## src/rtl/decode_q_pkg.sv

```systemverilog
// rtl/decode_q_pkg.sv - shared opcode, control-field encodings and decoded control word for decode_q
package decode_q_pkg;

  localparam logic [6:0] OPC_LUI    = 7'b0110111;
  localparam logic [6:0] OPC_AUIPC  = 7'b0010111;
  localparam logic [6:0] OPC_JAL    = 7'b1101111;
  localparam logic [6:0] OPC_JALR   = 7'b1100111;
  localparam logic [6:0] OPC_BRANCH = 7'b1100011;
  localparam logic [6:0] OPC_LOAD   = 7'b0000011;
  localparam logic [6:0] OPC_STORE  = 7'b0100011;
  localparam logic [6:0] OPC_OPIMM  = 7'b0010011;
  localparam logic [6:0] OPC_OP     = 7'b0110011;
  localparam logic [6:0] OPC_FENCE  = 7'b0001111;
  localparam logic [6:0] OPC_SYSTEM = 7'b1110011;

  localparam logic [2:0] FCT3_BEQ  = 3'b000;
  localparam logic [2:0] FCT3_BNE  = 3'b001;
  localparam logic [2:0] FCT3_BLT  = 3'b100;
  localparam logic [2:0] FCT3_BGE  = 3'b101;
  localparam logic [2:0] FCT3_BLTU = 3'b110;
  localparam logic [2:0] FCT3_BGEU = 3'b111;

  localparam logic [2:0] MEMB_NONE = 3'b000;
  localparam logic [2:0] MEMB_EQ   = 3'b001;
  localparam logic [2:0] MEMB_NE   = 3'b010;
  localparam logic [2:0] MEMB_JAL  = 3'b011;
  localparam logic [2:0] MEMB_JALR = 3'b100;
  localparam logic [2:0] MEMB_LT   = 3'b101;
  localparam logic [2:0] MEMB_GE   = 3'b110;

  localparam logic [2:0] ALU_co_RTYPE  = 3'b000;
  localparam logic [2:0] ALU_co_ITYPE  = 3'b001;
  localparam logic [2:0] ALU_co_MEM    = 3'b010;
  localparam logic [2:0] ALU_co_BRANCH = 3'b011;
  localparam logic [2:0] ALU_co_SYS    = 3'b100;
  localparam logic [2:0] ALU_co_EBREAK = 3'b101;
  localparam logic [2:0] ALU_co_MRET   = 3'b110;
  localparam logic [2:0] ALU_co_UPPER  = 3'b111;

  localparam logic [1:0] write_reg_ALU = 2'b00;
  localparam logic [1:0] write_reg_MEM = 2'b01;
  localparam logic [1:0] write_reg_PC4 = 2'b10;

  localparam logic [1:0] MEMRW_NONE  = 2'b00;
  localparam logic [1:0] MEMRW_STORE = 2'b01;
  localparam logic [1:0] MEMRW_LOAD  = 2'b10;

  // bit0: B operand is imm, bit1: A operand is pc, bit2: A operand is zero
  localparam logic [2:0] ALU_SRC_RS       = 3'b000;
  localparam logic [2:0] ALU_SRC_IMM      = 3'b001;
  localparam logic [2:0] ALU_SRC_PC_IMM   = 3'b011;
  localparam logic [2:0] ALU_SRC_ZERO_IMM = 3'b101;

  typedef enum logic [2:0] {IMM_Z, IMM_I, IMM_S, IMM_B, IMM_U, IMM_J} imm_fmt_t;

  typedef struct packed {
    logic [31:0] imm;
    logic [3:0]  alu_c;
    logic [4:0]  wreg;
    logic        regwrite;
    logic [1:0]  memtoreg;
    logic [1:0]  memrw;
    logic [2:0]  membranch;
    logic [2:0]  alu_control;
    logic [2:0]  alu_src;
    logic        illegal;
  } ctrl_t;

  function automatic logic [31:0] imm_of(input imm_fmt_t fmt, input logic [31:0] inst);
    case (fmt)
      IMM_I:   return {{20{inst[31]}}, inst[31:20]};
      IMM_S:   return {{20{inst[31]}}, inst[31:25], inst[11:7]};
      IMM_B:   return {{19{inst[31]}}, inst[31], inst[7], inst[30:25], inst[11:8], 1'b0};
      IMM_U:   return {inst[31:12], 12'b0};
      IMM_J:   return {{11{inst[31]}}, inst[31], inst[19:12], inst[20], inst[30:21], 1'b0};
      default: return 32'd0;
    endcase
  endfunction

endpackage

```

## src/rtl/decode_q_fifo.sv

```systemverilog
// rtl/decode_q_fifo.sv - DEPTH-entry synchronous FIFO with occupancy count and flush
module decode_q_fifo #(
  parameter int W     = 64,
  parameter int DEPTH = 2,
  parameter int PTR_W = $clog2(DEPTH)
) (
  input  logic             clk,
  input  logic             rst,
  input  logic             flush,
  input  logic             push,
  input  logic [W-1:0]     wdata,
  input  logic             pop,
  output logic [W-1:0]     rdata,
  output logic [PTR_W:0]   count,
  output logic             full,
  output logic             empty
);

  localparam logic [PTR_W:0] FULL_CNT = (PTR_W+1)'(DEPTH);

  logic [W-1:0]     mem [DEPTH];
  logic [PTR_W-1:0] wr_ptr, rd_ptr;
  logic             wr_en, rd_en;

  assign full  = (count == FULL_CNT);
  assign empty = (count == '0);
  assign wr_en = push && !full;
  assign rd_en = pop && !empty;
  assign rdata = mem[rd_ptr];

  always_ff @(posedge clk or posedge rst) begin
    if (rst) begin
      wr_ptr <= '0;
      rd_ptr <= '0;
      count  <= '0;
    end else if (flush) begin
      wr_ptr <= '0;
      rd_ptr <= '0;
      count  <= '0;
    end else begin
      if (wr_en) wr_ptr <= wr_ptr + PTR_W'(1);
      if (rd_en) rd_ptr <= rd_ptr + PTR_W'(1);
      if (wr_en && !rd_en)      count <= count + (PTR_W+1)'(1);
      else if (!wr_en && rd_en) count <= count - (PTR_W+1)'(1);
    end
  end

  always_ff @(posedge clk) begin
    if (wr_en && !flush) mem[wr_ptr] <= wdata;
  end

endmodule

```

## src/rtl/decode_q.sv

```systemverilog
// rtl/decode_q.sv - RV32I decode stage with input queue and stallable output register
// Optional: define DECODE_SYSTEM_EN to decode fence and system opcodes instead of flagging them illegal.
module decode_q
  import decode_q_pkg::*;
#(
  parameter int XLEN  = 32,
  parameter int DEPTH = 2,
  parameter int PTR_W = $clog2(DEPTH)
) (
  input  logic            clk,
  input  logic            rst,
  input  logic            flush,
  input  logic            in_valid,
  output logic            in_ready,
  input  logic [XLEN-1:0] in_pc,
  input  logic [31:0]     in_inst,
  output logic [4:0]      read_reg1,
  output logic [4:0]      read_reg2,
  input  logic [XLEN-1:0] read_data1,
  input  logic [XLEN-1:0] read_data2,
  output logic            out_valid,
  input  logic            out_ready,
  output logic [XLEN-1:0] out_pc,
  output logic [XLEN-1:0] out_pcp4,
  output logic [XLEN-1:0] out_rs1_data,
  output logic [XLEN-1:0] out_rs2_data,
  output logic [XLEN-1:0] out_imm,
  output logic [3:0]      out_alu_c,
  output logic [4:0]      out_wreg,
  output logic            out_regwrite,
  output logic [1:0]      out_memtoreg,
  output logic [1:0]      out_memrw,
  output logic [2:0]      out_membranch,
  output logic [2:0]      out_alu_control,
  output logic [2:0]      out_alu_src,
  output logic [6:0]      out_funct7,
  output logic [31:0]     out_inst,
  output logic            out_illegal
);

  typedef struct packed {
    logic            valid;
    logic [XLEN-1:0] pc;
    logic [XLEN-1:0] pcp4;
    logic [XLEN-1:0] rs1;
    logic [XLEN-1:0] rs2;
    logic [31:0]     inst;
    ctrl_t           ctrl;
  } stage_t;

  function automatic ctrl_t decode(input logic [31:0] inst);
    ctrl_t    c;
    imm_fmt_t fmt;
    logic     wr;
    c       = '0;
    fmt     = IMM_Z;
    wr      = 1'b0;
    c.alu_c = {1'b0, inst[14:12]};
    case (inst[6:0])
      OPC_LUI:   begin fmt = IMM_U; wr = 1'b1; c.alu_control = ALU_co_UPPER; c.alu_src = ALU_SRC_ZERO_IMM; end
      OPC_AUIPC: begin fmt = IMM_U; wr = 1'b1; c.alu_control = ALU_co_UPPER; c.alu_src = ALU_SRC_PC_IMM; end
      OPC_JAL: begin
        fmt = IMM_J; wr = 1'b1; c.memtoreg = write_reg_PC4; c.membranch = MEMB_JAL;
        c.alu_c = 4'b0000; c.alu_control = ALU_co_BRANCH; c.alu_src = ALU_SRC_PC_IMM;
      end
      OPC_JALR: begin
        fmt = IMM_I; wr = 1'b1; c.memtoreg = write_reg_PC4; c.membranch = MEMB_JALR;
        c.alu_c = 4'b0001; c.alu_control = ALU_co_BRANCH; c.alu_src = ALU_SRC_IMM;
      end
      OPC_BRANCH: begin
        fmt = IMM_B; c.alu_control = ALU_co_BRANCH; c.alu_src = ALU_SRC_RS;
        // unsigned compares share lt/ge; funct3 in alu_c tells EX the signedness
        case (inst[14:12])
          FCT3_BEQ:             c.membranch = MEMB_EQ;
          FCT3_BNE:             c.membranch = MEMB_NE;
          FCT3_BLT, FCT3_BLTU:  c.membranch = MEMB_LT;
          FCT3_BGE, FCT3_BGEU:  c.membranch = MEMB_GE;
          default:              c.membranch = MEMB_NONE;
        endcase
      end
      OPC_LOAD: begin
        fmt = IMM_I; wr = 1'b1; c.memtoreg = write_reg_MEM; c.memrw = MEMRW_LOAD;
        c.alu_control = ALU_co_MEM; c.alu_src = ALU_SRC_IMM;
      end
      OPC_STORE: begin fmt = IMM_S; c.memrw = MEMRW_STORE; c.alu_control = ALU_co_MEM; c.alu_src = ALU_SRC_IMM; end
      OPC_OPIMM: begin fmt = IMM_I; wr = 1'b1; c.alu_control = ALU_co_ITYPE; c.alu_src = ALU_SRC_IMM; end
      OPC_OP: begin
        wr = 1'b1; c.alu_c = {inst[30], inst[14:12]};
        c.alu_control = ALU_co_RTYPE; c.alu_src = ALU_SRC_RS;
      end
`ifdef DECODE_SYSTEM_EN
      OPC_FENCE: c.alu_control = ALU_co_SYS;
      OPC_SYSTEM: begin
        if (inst[14:12] == 3'b000) begin
          case (inst[31:20])
            12'h001: c.alu_control = ALU_co_EBREAK;
            12'h302: c.alu_control = ALU_co_MRET;
            default: c.alu_control = ALU_co_SYS;
          endcase
        end else begin
          fmt = IMM_I; wr = 1'b1; c.memtoreg = write_reg_ALU;
          c.alu_control = ALU_co_SYS; c.alu_src = ALU_SRC_IMM;
        end
      end
`endif
      default: begin
        c.alu_c   = 4'b0000;
        c.illegal = 1'b1;
      end
    endcase
    c.imm      = imm_of(fmt, inst);
    c.wreg     = wr ? inst[11:7] : 5'd0;
    c.regwrite = wr && (inst[11:7] != 5'd0);
    return c;
  endfunction

  logic [XLEN+31:0] head;
  logic [XLEN-1:0]  head_pc;
  logic [31:0]      head_inst;
  logic [PTR_W:0]   count;
  logic             full, empty, push, pop, load_en;
  ctrl_t            dec;
  stage_t           stage_q;

  assign in_ready  = !rst && !flush && !full;
  assign push      = in_valid && in_ready;
  assign load_en   = !stage_q.valid || out_ready;
  assign pop       = (count != '0) && load_en;
  assign head_pc   = head[XLEN+31:32];
  assign head_inst = head[31:0];
  assign read_reg1 = empty ? 5'd0 : head_inst[19:15];
  assign read_reg2 = empty ? 5'd0 : head_inst[24:20];
  assign dec       = decode(head_inst);

  decode_q_fifo #(.W(XLEN+32), .DEPTH(DEPTH), .PTR_W(PTR_W)) u_fifo (
    .clk   (clk),
    .rst   (rst),
    .flush (flush),
    .push  (push),
    .wdata ({in_pc, in_inst}),
    .pop   (pop),
    .rdata (head),
    .count (count),
    .full  (full),
    .empty (empty)
  );

  always_ff @(posedge clk or posedge rst) begin
    if (rst) begin
      stage_q <= '0;
    end else if (flush) begin
      stage_q <= '0;
    end else if (load_en) begin
      if (count != '0) begin
        stage_q.valid <= 1'b1;
        stage_q.pc    <= head_pc;
        stage_q.pcp4  <= head_pc + XLEN'(4);
        stage_q.rs1   <= read_data1;
        stage_q.rs2   <= read_data2;
        stage_q.inst  <= head_inst;
        stage_q.ctrl  <= dec;
      end else begin
        stage_q.valid <= 1'b0;
      end
    end
  end

  assign out_valid       = stage_q.valid;
  assign out_pc          = stage_q.pc;
  assign out_pcp4        = stage_q.pcp4;
  assign out_rs1_data    = stage_q.rs1;
  assign out_rs2_data    = stage_q.rs2;
  assign out_imm         = XLEN'($signed(stage_q.ctrl.imm));
  assign out_alu_c       = stage_q.ctrl.alu_c;
  assign out_wreg        = stage_q.ctrl.wreg;
  assign out_regwrite    = stage_q.ctrl.regwrite;
  assign out_memtoreg    = stage_q.ctrl.memtoreg;
  assign out_memrw       = stage_q.ctrl.memrw;
  assign out_membranch   = stage_q.ctrl.membranch;
  assign out_alu_control = stage_q.ctrl.alu_control;
  assign out_alu_src     = stage_q.ctrl.alu_src;
  assign out_funct7      = stage_q.inst[31:25];
  assign out_inst        = stage_q.inst;
  assign out_illegal     = stage_q.ctrl.illegal;

endmodule
```

## config.mk

```make
export PLATFORM = sky130hd
export DESIGN_NAME = decode_q
export DESIGN_NICKNAME = d
export VERILOG_FILES = /design/src/rtl/decode_q_pkg.sv /design/src/rtl/decode_q_fifo.sv /design/src/rtl/decode_q.sv
export SDC_FILE = /design/constraint.sdc
export NUM_CORES = 1
export LEC_CHECK = 0
export BUFFER_PORTS_ARGS = -buffer_cell sky130_fd_sc_hd__buf_4
export CAP_MARGIN = 5
export CORE_MARGIN = 2
export CORE_UTILIZATION = 50
export DETAILED_ROUTE_END_ITERATION = 10
export PLACE_DENSITY = 0.76
export SLEW_MARGIN = 25
export SYNTH_ARGS = -nofsm -noshare
export SYNTH_HDL_FRONTEND = slang
export SYNTH_SLANG_ARGS = --single-unit
```

## constraint.sdc

```tcl
create_clock -name clk -period 7.5 [get_ports clk]
set_input_delay 0.75 -clock clk [delete_from_list [all_inputs] [get_ports clk]]
set_output_delay 0.75 -clock clk [all_outputs]
set_load 0.01 [all_outputs]
```

==> metrics.cfg <==
[pwr]
powerDensity_nw_per_um2=345
power_leakage_nw=7.99
vdd_drop_max_mv=0.219

[synthesis]
avgSynthCellArea_um2=11.6
synthDistinctLibCells=61
synthArstFlopShare_pct=63.0
synthCells=1248
yosysSeqAreaShare_pct=64.5
yosysWarnings=0
syn-num-nets=1382
synthesis.area_um2=14400
ys_seq_elements=346
synth_edf_count=128
synth-main-ff-cell=dfrtp_1

[worst_setup_path]
crit_arrival_ns=4.41
critical_path_required_ns=7.91
cp-end-kind=flop
path_max_fanout=59
crit_chain=buf_4, nand4_1, a2111oi_2, nand3_1, or4_1, a32o_1
crit_buf_inv=1
path_delay_family=simple AND/OR/NAND/NOR gates
worst_path_max_delay_cell=dfrtp_4
critPathKind=reg -> reg
cp-start-kind=flop
max_stage_delay_ns=0.84

[placement]
hpwl_um=29000
portBuffers=367
gp_congestion=0.866

[route]
wl_per_cell_um=21.1
ant_nets=0
drc=0
initialDrtViolationCount=994
drt-total-wl_um=41800
detail_route.first_pass.iterations=5
vias=11400
viasPerCell=5.75

[timing]
whs_ns=0.354
max_slew_margin_pct=33.5
period_needed_ns=4.00
final.setup.tns_ns=0
fin_crit_sh_pct=53.4
rsz0062_at_grt=no
finalSetupViolations=0
slew_violations=0
worstMarginPinSlew_ns=0.996
hold_viol_final=0
fin_skew_ns=0.0149
max_freq_mhz=250

[cells_and_area]
fillers=2231
final_cell_mix=buf_4 (375), dfrtp_1 (217), nand2_1 (176)
drive_above_1_share_pct=30.1
final_common_cell=buf_4
multiInputGateArea_um2=4680
ff_latch_area_um2=9300
nNetsFinal=1703
synthToLayoutAreaGrowth_pct=28.6

[floorplanning]
io_pins=368
rows=62
coreArea_um2=28500
die-width_um=174
dieHeight_um=174
dieArea_um2=30200
start_util_pct=50.5

[cts]
clock_path_buffers=3
cts_root_buf=clkbuf_16
post_cts_buffers=0
post_cts_resized=0
cts_tree=built
h-tree-depth=2
cts_buffers=37
clkLatencyLatePin_ns=0.52
cts_hold_buffers=0
clock_sinks=346
clk_pin_slew_ns=0.06

[outcome]
status=finished clean

[grt]
antenna_found_initial=1
grt_max_degree=136
grt_overflow=0
grt_pass1_vias=10900
grt_pass1_wl_um=63400
grtUsageTotal_pct=27.1

[job]
maxCapViolations=0

[min_path]
hp-class=in -> async

[cells in the mapped netlist, drive strengths merged (5+ instances only)]
cell / count / share of area (%)
mux2i: 49 / 3.4
nand4: 13 / 0.56
o311ai: 5 / 0.30
nor2: 129 / 3.4
o21ai: 41 / 1.4
a32o: 15 / 1.0
a21oi: 103 / 3.6
a31oi: 6 / 0.26
nand2: 177 / 4.6
a22oi: 19 / 0.99
o32ai: 6 / 0.36
edfxtp: 128 / 27
mux2: 23 / 1.8
inv: 12 / 0.31
a211oi: 41 / 2.1
nor3: 31 / 1.1
xnor2: 6 / 0.36
clkbuf: 62 / 1.6
or4: 8 / 0.42
nand3: 25 / 1.0
o31ai: 10 / 0.52
dfrtp: 218 / 38
a22o: 11 / 0.67
nand4b: 5 / 0.30
buf: 35 / 1.5
a2111oi: 5 / 0.36
[per-layer routing]
layer	vias up	track usage, %	part of all wire, %
li1	5179	-	-
met1	5618	37.0	41
met2	510	43.3	47
met3	90	5.09	7.7
met4	0	10.3	3.6
met5	-	0	0
[flip-flops by register name, indices dropped and copies added, names as in the netlist, 2 cells and up]
signal and count:
u_fifo.mem 128, out_imm 32, out_inst 32, out_pc 32, out_rs1_data 32, out_rs2_data 32
out_pcp4 30, out_wreg 5, out_alu_c 4, out_alu_control 3, out_alu_src 3, out_membranch 3
out_memtoreg 2, u_fifo.count 2
[final timing paths]
| kind | to | slack, ns | cells past startpoint | startpoint |
|---|---|---|---|---|
| setup reg to reg | out_pcp4[25] | 3.50 | 6 | u_fifo.rd_ptr |
| hold reg to reg | out_wreg[3] | 0.49 | 2 | out_wreg[3] |
| max in group asynchronous | out_inst[16] | 5.86 | 3 | rst |
| min in group clk | u_fifo.mem[1][26] | 0.41 | 1 | in_inst[26] |
| setup / recovery | out_pcp4[25] | 3.50 | 6 | u_fifo.rd_ptr |
| hold / removal | out_pcp4[15] | 0.35 | 2 | rst |
[final cells by class]
type	count	share of cell area, %
Timing Repair Buffer	379	15.4
Multi-Input combinational cell	793	25.2
Antenna cell	1	0.0135
Tap cell	384	2.59
Clock inverter	20	0.924
Clock buffer	47	5.41
Sequential cell	346	50.1
Inverter	12	0.310
[per-stage QoR]
step	instance area (um^2)	setup slack (ns)	total power [mW]	util, %	instances
after floorplan	14400	0.786	3.69	-	1248
after CTS	18500	3.46	6.44	64.9	1980
after global routing	18600	3.18	6.72	65.0	1982
after global placement	17300	3.61	4.61	60.7	1912
final	18600	3.50	6.41	65.0	1982
after detailed placement	17400	3.46	4.66	60.8	1913
[cells by family (layout without fill, tap and decap cells)]
family	count (synthesis)	count (layout)	share of synthesized area, %
AO/OA/AOI/OAI	281	281	12.7
XOR/XNOR	9	9	0.546
adder cells (fa/ha/maj)	1	1	0.0867
buffers and inverters	109	458	3.47
flip-flops	346	346	64.5
multiplexers	72	72	5.19
other	0	1	0
AND/OR/NAND/NOR	430	430	13.5
[where the power goes]
| part | leakage, nW | internal, mW | switching [mW] |
|---|---|---|---|
| clock | 0.578 | 1.03 | 0.742 |
| combinational | 3.29 | 0.852 | 1.20 |
| sequential | 4.13 | 2.31 | 0.268 |
Note: power is estimated with default switching activity, not from simulation.
